**src/rtl/up_down_counter.sv**
```systemverilog
// Modulo-MODULUS up/down counter with clamped parallel load, terminal-count flag and wrap pulse.
// Define UP_DOWN_COUNTER_SAT_EN to add the sat_mode port (saturate instead of wrap).
module up_down_counter #(
  parameter int unsigned     WIDTH   = 4,
  parameter longint unsigned MODULUS = 16
) (
  input  logic             clk,
  input  logic             reset,
  input  logic             en,
  input  logic             up,
  input  logic             load,
  input  logic [WIDTH-1:0] load_data,
`ifdef UP_DOWN_COUNTER_SAT_EN
  input  logic             sat_mode,
`endif
  output logic [WIDTH-1:0] count,
  output logic             tc,
  output logic             wrap
);

  localparam logic [WIDTH-1:0] MAX_VAL    = WIDTH'(MODULUS - 64'd1);
  localparam bit               FULL_RANGE = (MODULUS == (64'd1 << WIDTH));

  logic [WIDTH-1:0] r_count;
  logic             r_wrap;

  logic             w_at_max;
  logic             w_at_zero;
  logic             w_sat;
  logic             w_carry;
  logic             w_borrow;
  logic             w_wrap_up;
  logic             w_wrap_dn;
  logic [WIDTH-1:0] w_inc;
  logic [WIDTH-1:0] w_dec;
  logic [WIDTH-1:0] w_next_up;
  logic [WIDTH-1:0] w_next_dn;
  logic [WIDTH-1:0] w_load_val;

`ifdef UP_DOWN_COUNTER_SAT_EN
  assign w_sat = sat_mode;
`else
  assign w_sat = 1'b0;
`endif

  assign w_at_max  = (r_count == MAX_VAL);
  assign w_at_zero = (r_count == '0);

  // With a power-of-two modulus the adder carry/borrow is the wrap indication.
  assign {w_carry,  w_inc} = {1'b0, r_count} + (WIDTH+1)'(1);
  assign {w_borrow, w_dec} = {1'b0, r_count} - (WIDTH+1)'(1);

  assign w_wrap_up = FULL_RANGE ? w_carry  : w_at_max;
  assign w_wrap_dn = FULL_RANGE ? w_borrow : w_at_zero;
  assign w_next_up = w_wrap_up ? '0      : w_inc;
  assign w_next_dn = w_wrap_dn ? MAX_VAL : w_dec;

  assign w_load_val = (64'(load_data) < MODULUS) ? load_data : MAX_VAL;

  always_ff @(posedge clk) begin
    if (reset) begin
      r_count <= '0;
      r_wrap  <= 1'b0;
    end else if (load) begin
      r_count <= w_load_val;
      r_wrap  <= 1'b0;
    end else if (en) begin
      if (up) begin
        if (!(w_wrap_up && w_sat)) r_count <= w_next_up;
        r_wrap <= w_wrap_up && !w_sat;
      end else begin
        if (!(w_wrap_dn && w_sat)) r_count <= w_next_dn;
        r_wrap <= w_wrap_dn && !w_sat;
      end
    end else begin
      r_wrap <= 1'b0;
    end
  end

  assign count = r_count;
  assign wrap  = r_wrap;
  assign tc    = en && ((up && w_at_max) || (!up && w_at_zero));

endmodule

```
**config.mk**
```make
export PLATFORM = sky130hd
export DESIGN_NAME = up_down_counter
export DESIGN_NICKNAME = d
export VERILOG_FILES = /design/src/rtl/up_down_counter.sv
export SDC_FILE = /design/constraint.sdc
export NUM_CORES = 1
export LEC_CHECK = 0
export CAP_MARGIN = 20
export CELL_PAD_IN_SITES_DETAIL_PLACEMENT = 0
export CELL_PAD_IN_SITES_GLOBAL_PLACEMENT = 1
export CORE_AREA = 3 3 41 43
export DETAILED_ROUTE_END_ITERATION = 10
export DIE_AREA = 0 0 44 46
export PLACE_DENSITY_LB_ADDON = 0.1
export SLEW_MARGIN = 20
export SYNTH_ARGS = -nofsm -noshare
export SYNTH_HDL_FRONTEND = slang
export SYNTH_SLANG_ARGS = --single-unit
```
**constraint.sdc**
```tcl
create_clock -name clk -period 3.3 [get_ports clk]
set_clock_uncertainty 0.15 [all_clocks]
set_input_delay 0.495 -clock clk [delete_from_list [all_inputs] [get_ports clk]]
set_output_delay 0.495 -clock clk [all_outputs]
set_load 0.1 [all_outputs]
```
==> results of run 1 <==
Yosys cell counts (2+ instances only):
cell | number | area, µm²
sky130_fd_sc_hd__buf_4 | 2 | 15.01
sky130_fd_sc_hd__nand4b_1 | 2 | 17.52
sky130_fd_sc_hd__ha_1 | 3 | 37.54
sky130_fd_sc_hd__nand2_1 | 4 | 15.01
sky130_fd_sc_hd__a21oi_1 | 5 | 25.02
sky130_fd_sc_hd__nor2_1 | 3 | 11.26
sky130_fd_sc_hd__inv_1 | 6 | 22.52
sky130_fd_sc_hd__o21ai_0 | 3 | 15.01
sky130_fd_sc_hd__dfxtp_1 | 5 | 100.1
sky130_fd_sc_hd__buf_2 | 2 | 10.01
how the worst min path moves through the flow:
stage / end / slack [ps]
global route: wrap / 640
floorplan: count[0] / 410
detailed placement: count[3] / 550
CTS: count[3] / 560
finish: count[3] / 540
global placement: count[0] / 560
area by class of cell:
| type | count | share of cell area |
|---|---|---|
| Multi-Input combinational cell | 38 | 0.4664 |
| Sequential cell | 5 | 0.1735 |
| Clock buffer | 4 | 0.04555 |
| Inverter | 6 | 0.03905 |
| Tap cell | 15 | 0.03254 |
| Timing Repair Buffer | 14 | 0.2429 |
power breakdown:
group	internal, µW	switching, µW
Sequential	65.1	9.71
Clock	45.6	24.0
Combinational	35.0	60.7
Total	146	94.4
per-layer routing:
| metal | part of all wire | up-vias | global-route usage |
|---|---|---|---|
| met2 | 0.40 | 13 | 0.1453 |
| met1 | 0.53 | 194 | 0.1419 |
| li1 | - | 223 | - |
| met3 | 0.071 | 0 | 0.05929 |
| met4 | 0 | 0 | 0.03614 |
| met5 | 0 | - | 0 |
logic make-up after synthesis:
logic type      synth area share
simple gates              0.2065
mux                      0.02655
compound gates            0.2832
xor+xnor                 0.02065
fa+ha+maj                0.08851
flops                     0.2360
buf+inv                   0.1386
flip-flops by register name (all words and copies together) (netlist names):
signal and count:
wrap 1, count 4
critical path: stages:
cell and delay, ps:
sky130_fd_sc_hd__clkdlybuf4s50_1 630, sky130_fd_sc_hd__nand4_1 230, sky130_fd_sc_hd__a21boi_2 230, sky130_fd_sc_hd__buf_12 190
stage by stage:
stage               hold WS [ps]  cell area [µm²]
global route               635.1            576.8
global placement           561.2            550.5
CTS                        557.9            576.8
detailed placement         552.8            550.5
floorplan                  414.1            427.9
finish                     544.3            576.8
==> metrics.txt, run 1 <==
status finished clean; DP HPWL 753.4 µm; cell at the root of the clock tree sky130_fd_sc_hd__clkbuf_4; data required time at the worst endpoint 2650 ps; Nets 80; total power density per cell area 416.4 mW/mm²; area added between synthesis and finish 35.99%; post-CTS resize count 0; area of the die 0.002024 mm²; Worst Setup SP up; depth of the most critical reg-to-reg path 6; Seq/Total Area, Yosys 0.2360; netlist area before placement 424.2 µm²; upper clock frequency limit 411.2 MHz; post-detailed-route count of antenna-violating nets 0; gr ovfl total 0; number of synthesized flops with an enable pin 0; total number of clock tree sinks 5; final antenna diode count 0; Worst EP arrival 1790 ps; pin count of the biggest net entering global routing 11; final worst setup slack 868.2 ps; most frequent cells in the layout sky130_fd_sc_hd__clkdlybuf4s50_1 (9), sky130_fd_sc_hd__inv_1 (6), sky130_fd_sc_hd__a21oi_1 (5), sky130_fd_sc_hd__dfxtp_1 (5); minimum period implied by the final worst setup slack 2432 ps; syn_nets 66; H-Tree Depth 1; dominant synthesized flop cell sky130_fd_sc_hd__dfxtp_1; post-route fraction of the period consumed by the critical path 0.7369; reg-to-reg setup timing slack 1580 ps; Critical Path Fanout Max 8; number of antenna violations at the first check in global routing 0; via count 430; final WL 1000 µm; final max-slew violation count 0; pre-CTS setup slack 874.3 ps; Final Hold Vio Count 0; Hold WC Path Type reg -> reg; total number of placement rows 13; vias per inst 5.244; count of state elements after synthesis 5; launch instance of the worst min-delay path count[3]; CP Launch Type input port; setup violation total in the final timing report 0; share of synthesized flip-flops with an asynchronous set or reset 0; total DRC errors in the routed layout 0; Hold Buf Count CTS 0; power consumption 240.2 µW; Setup Crit Path Kind in -> out; Worst Max-Slew Pin Slew 957.5 ps; most frequent standard cell in the layout excluding fill and tap cells sky130_fd_sc_hd__clkdlybuf4s50_1; fill cell count 144; last weighted congestion value of the routability-driven placer 0.6871; Avg Synthesized Cell Area 7.855 µm²; Vert. Die Dim 46 µm; Multi-input gate area 269.0 µm²; clock buffers created by TritonCTS 3; clock tree from TritonCTS built; floorplan die width 44 µm; fraction of final layout cells sized beyond drive strength 1 0.1940; number of warnings issued by yosys 0; hold path cells 2; launching point of the worst reg2reg path count[0]; Cell Count, Final, Fillers Out 82; first-pass iteration count of the detailed router 3; max_cap viols 0; Max VDD drop 0.0002185 V; wire length of the first global-routing pass 1538 µm; Setup TNS 0 ps; routed length per placed instance 12.20 µm; initial cell density of the core 0.3180; slew margin rel. 0.3597; RSZ-0062 raised after global routing no; DRC marker count from the first detailed-route iteration 4; count of buffers inserted at the top-level ports 14; core region area 0.001334 mm²; Critical path destination tc; R2R Path End count[0]; post-placement cell count 78; buffer depth of the longest clock path 2; Seq. cell area 100.1 µm²; static power due to leakage 0.0002330 µW; Top-Level Pins 15; clock network latency to the later pin of the worst-skew pair 240 ps; # Post-CTS Setup Buffers 0; number of standard cells after synthesis 54; count of distinct cell types in the synthesized netlist 29; register clock-pin slew on the reported worst setup and hold paths 40 ps; endpoint class of the critical path output pin; final design utilization 0.4325; GRT Util Overall 0.1075; vias in the first global route 360
Note: power is estimated with default switching activity, not from simulation.
==> run 2: changes to the inputs <==
Settings changed: CORE_AREA 3 3 41 43 to 3 3 43 45, DIE_AREA 0 0 44 46 to 0 0 46 48.
Clock period 3.3 ns to 2.5 ns, I/O delays scaled along.
==> metrics.txt, run 2 (same netlist as run 1, synthesis figures left out) <==
Nets 80 (unchanged); depth of the most critical reg-to-reg path 6 (unchanged); wire length of the first global-routing pass 1538 µm (unchanged); share of total power in combinational logic 0.402 (+0.004); internal cell power 194.2 µW (+33%); cell at the root of the clock tree sky130_fd_sc_hd__clkbuf_4; routed length per placed instance 12.11 µm (-0.71%); most frequent cells in the layout sky130_fd_sc_hd__clkdlybuf4s50_1 (8), sky130_fd_sc_hd__inv_1 (6), sky130_fd_sc_hd__a21oi_1 (5), sky130_fd_sc_hd__buf_4 (5), sky130_fd_sc_hd__nand2_1 (4); clock network latency to the later pin of the worst-skew pair 240 ps (about the same); status finished clean; count of buffers inserted at the top-level ports 14 (unchanged); part of the power in registers 0.313 (about the same); GRT Util Overall 0.1015 (-0.005953); cells along the critical path clkdlybuf4s50_1, nand4_1, a21boi_4, buf_12; clock buffers created by TritonCTS 3 (unchanged); slowest library cell on the worst path sky130_fd_sc_hd__clkdlybuf4s50_1; H-Tree Depth 1 (unchanged); total number of placement rows 14 (+1); setup violation total in the final timing report 0 (unchanged); Hold WC Path Type reg -> reg; reg-to-reg setup timing slack 790 ps (-790 ps); Final Hold Vio Count 0 (unchanged); floorplan die width 46 µm (+4.5%); Hold Buf Count CTS 0 (unchanged); post-route fraction of the period consumed by the critical path 0.8649; DRC marker count from the first detailed-route iteration 5 (+1); Setup Crit Path Kind in -> out; vias in the first global route 362 (+0.56%); pre-CTS setup slack 335.2 ps (-539.1 ps); switching fraction of total power 0.3895 (-0.003639); post-detailed-route count of antenna-violating nets 0 (unchanged); fraction of final layout cells sized beyond drive strength 1 0.2537 (+0.05970); # Post-CTS Setup Buffers 0 (unchanged); max_cap viols 0 (unchanged); post-CTS resize count 0 (unchanged); area added between synthesis and finish 38.35%; Critical Path Fanout Max 8 (unchanged); initial cell density of the core 0.2816 (-0.03645); hold path cells 3 (+1); final antenna diode count 0 (unchanged); Vert. Die Dim 48 µm (+4.3%); most frequent standard cell in the layout excluding fill and tap cells sky130_fd_sc_hd__clkdlybuf4s50_1; Worst EP arrival 1640 ps (-150 ps); R2R Path End count[0]; net switching power 123.9 µW (+31%); Worst path max stage delay 610 ps (-20 ps); clock tree from TritonCTS built; number of antenna violations at the first check in global routing 0 (unchanged); area of the die 0.002208 mm² (+9.1%); number of flip-flops in the largest register 4 (unchanged); gr ovfl total 0 (unchanged); static power due to leakage 0.0002404 µW (+3.1%); pin count of the biggest net entering global routing 11 (unchanged); upper clock frequency limit 462.5 MHz; buffer depth of the longest clock path 2 (unchanged); Max VDD drop 0.0002554 V (+17%); final design utilization 0.3895 (-0.04292); last weighted congestion value of the routability-driven placer 0.6963 (+1.3%); RSZ-0062 raised after global routing no; launching point of the worst reg2reg path count[0]; DP HPWL 787.7 µm (+4.6%); total number of clock tree sinks 5 (unchanged); minimum period implied by the final worst setup slack 2162 ps; total power density per cell area 542.2 mW/mm² (+30%); final worst setup slack 337.7 ps (-530.4 ps); launch instance of the worst min-delay path count[0]; data required time at the worst endpoint 1980 ps (-670 ps); Clk pwr share 0.285 (-0.005); register clock-pin slew on the reported worst setup and hold paths 40 ps (about the same); final WL 1005 µm (+0.50%); slew margin rel. 0.7852 (+0.4256); first-pass iteration count of the detailed router 4 (+1); via count 438 (+1.9%); final max-slew violation count 0 (unchanged); vias per inst 5.277 (+0.63%); Top-Level Pins 15 (unchanged); Endpoint, Worst Hold count[0]; endpoint class of the critical path output pin; CP Launch Type input port; fill cell count 161 (+12%); total DRC errors in the routed layout 0 (unchanged); Worst Max-Slew Pin Slew 321.7 ps (-635.8 ps); core region area 0.001506 mm² (+13%); Setup TNS 0 ps (unchanged)
## run 2: worst max path at each step
stage | slack, ps | cells after the start | to | start
2_1_floorplan | 20 | 3 | tc | count[2]
3_3_place_gp | 330 | 4 | tc | up
3_5_place_dp | 340 | 4 | tc | up
4_1_cts | 330 | 4 | tc | up
5_1_grt | 250 | 4 | tc | up
6_report | 340 | 4 | tc | up
## run 2: cell type report
| type | instances | area [µm²] | share of cell area |
|---|---|---|---|
| clock buffer | 4 | 26.28 | 0.04478 |
| inverter | 6 | 22.52 | 0.03838 |
| multi-input combinational | 38 | 276.5 | 0.4712 |
| sequential | 5 | 103.9 | 0.1770 |
| tap | 16 | 20.02 | 0.03412 |
| timing repair buffer | 14 | 137.6 | 0.2345 |
## run 2: per-layer routing
layer  global-route usage  vias up  part of all wire
met1               0.1189      202              0.47
met2               0.1511       14              0.43
met3              0.06391        0             0.096
met4              0.03409        0                 0
li1                     -      222                 -
met5                    0        -                 0
## run 2: critical path: cells and delay by family
kind / cells / cell delay (ps)
buffers and inverters: 2 / 800
AOI/OAI and AO/OA: 1 / 210
and+or+nand+nor: 1 / 250
## run 2: through the flow
step | power (µW) | cells | hold slack, ps | area, µm²
after floorplan | 198.5 | 54 | 286.7 | 439.2
after global placement | 230.0 | 79 | 497.0 | 560.5
after detailed placement | 229.0 | 79 | 496.4 | 560.5
after CTS | 322.9 | 83 | 508.5 | 586.8
after global routing | 336.4 | 83 | 554.1 | 586.8
final | 318.2 | 83 | 508.2 | 586.8
## run 2: power by group through the flow
stage / clock network (µW) / logic [µW] / registers, µW
after global routing: 99.3 / 136 / 101
after floorplan: 0 / 62.6 / 136
after CTS: 94.4 / 129 / 99.7
final: 90.7 / 128 / 99.5
after detailed placement: 0 / 128 / 101
after global placement: 0 / 129 / 101
==> run 3: changes to the inputs <==
Settings changed: SLEW_MARGIN 20 to default.
==> results of run 3 <==
Final layout, timing and power as in run 2 (identical DEF).
==> edit: new RTL, config.mk and constraints of run 3 <==
The parameter `WIDTH` goes from 4 to 3.
--- a/src/rtl/up_down_counter.sv
+++ b/src/rtl/up_down_counter.sv
@@ -2,5 +2,5 @@
 // Define UP_DOWN_COUNTER_SAT_EN to add the sat_mode port (saturate instead of wrap).
 module up_down_counter #(
-  parameter int unsigned     WIDTH   = 4,
+  parameter int unsigned     WIDTH   = 3,
   parameter longint unsigned MODULUS = 16
 ) (
Interface: changed (resized count and load_data); port bits go from 15 to 13. The function was not compared with the original's and may differ.
==> edit against run 3 <==
  * Wire length decreased by 24%
  * Clock power fell by 12%
  * Sequential cell count decreased by 1
  * Global-route usage down 1.8 points
  * Area after synthesis shrank 29%
  * Cell area fell by 19%
  * Setup slack improved by 0.10 ns
  * Worst hold slack got worse by 0.057 ns
  * Maximum frequency rose by 5.0%
  * Total power fell by 20%
  * Count of clock-buffer cells in the layout down 1
  * Largest cell class unchanged
  * Highest routed layer unchanged
==> edit: results (changes against run 3) <==
outcome=finished, final reports clean (unchanged); final-layout fill cell count=156 (was 161); routed vias/inst=4.60 (was 5.28); largest net degree at the start of global routing=8 (was 11); Cells after DPL=64 (was 79); Reg2Reg Depth=5 (was 6); relative slew slack=79.4% (was 78.5%); IO buf count=12 (was 14); synth cell count leaders=a21oi_1 (6), inv_1 (6), dfxtp_1 (4), ha_1 (4) (was inv_1 (6), a21oi_1 (5), dfxtp_1 (5)); Net count, final=65 (was 80); nonclk buf count=12 (was 14); CTS resizes=0 (unchanged); Worst VDD drop=0.272 mV (was 0.255 mV); global-route wire length before repair=1.30 mm (was 1.54 mm); GR Layer Usage met2=12.1% (was 15.1%); GRT met3 Usage=3.76% (was 6.39%); footprint of the multi-input gates=205 um2 (was 277 um2); number of global-route vias before repair=329 (was 362); Syn Inst Count=36 (was 54); #MultiIn Comb=26 (was 38); GRT Total Usage=8.31% (was 10.2%); max reg flops=3 (was 4); Seq/total area=17.5% (was 17.7%); GPL Wtd Cong=0.743 (was 0.696); Leak=0.204 nW (was 0.240 nW); TritonRoute pass-1 iters=2 (was 4); CP max stage delay=0.58 ns (was 0.61 ns); Crit path arrival time=1.53 ns (was 1.64 ns); crit path max fanout=6 (was 8); Iter 0 DRT Violations=2 (was 5); post-place instance area=450 um2 (was 561 um2); ClkCell Share=4.76% (was 4.48%); Worst Hold Depth=2 (was 3); DR WL/cell=11.4 um (was 12.1 um); wirelength, routed=763 um (was 1.01 mm); Post-DP HPWL=632 um (was 788 um); clk_buf instances=3 (was 4); Non-Clock Buffer Area Fraction=25.4% (was 23.5%); GR Util met1=10.6% (was 11.9%)
edit: logic make-up (layout without fill, tap and decap cells):
| group | Yosys count | in the layout | share of synthesized area, % |
|---|---|---|---|
| compound gates | 12 | 12 | 26.3 |
| fa+ha+maj | 4 | 4 | 16.7 |
| buf+inv | 6 | 21 | 7.50 |
| flops | 4 | 4 | 26.7 |
| simple gates | 10 | 10 | 22.9 |
edit: worst max-delay path: cells and delay by family:
kind,cells,cell delay [ns]
AO/OA/AOI/OAI,1,0.27
AND/OR/NAND/NOR,2,0.14
buffers and inverters,2,0.75
edit: layer usage:
layer | wire length (um) | vias to the layer above
met4 | 0 | 0
met1 | 374 | 139
met2 | 344 | 11
met5 | 0 | -
met3 | 44 | 0
li1 | - | 158
edit: through the flow:
| stage | util [%] | worst slack (ns) |
|---|---|---|
| floorplan | - | 0.0476 |
| global placement | 29.9 | 0.427 |
| detailed placement | 29.9 | 0.439 |
| CTS | 31.4 | 0.419 |
| global route | 31.4 | 0.336 |
| finish | 31.4 | 0.441 |
edit: final timing paths:
check,start,slack (ns),end
worst min register to register,count[0]$_SDFFE_PP0P_,0.45,count[0]$_SDFFE_PP0P_
worst min-delay path,count[0]$_SDFFE_PP0P_,0.45,count[0]$_SDFFE_PP0P_
worst max-delay path,up,0.44,tc
worst max register to register,count[0]$_SDFFE_PP0P_,1.00,count[2]$_SDFFE_PP0P_
edit: where the power goes:
part | leakage, nW | internal [W] | switching (W) | total [W]
Combinational | 0.157 | 0.0000360 | 0.0000635 | 0.0000995
Clock | 0.0138 | 0.0000537 | 0.0000257 | 0.0000794
Sequential | 0.0336 | 0.0000692 | 0.00000594 | 0.0000751
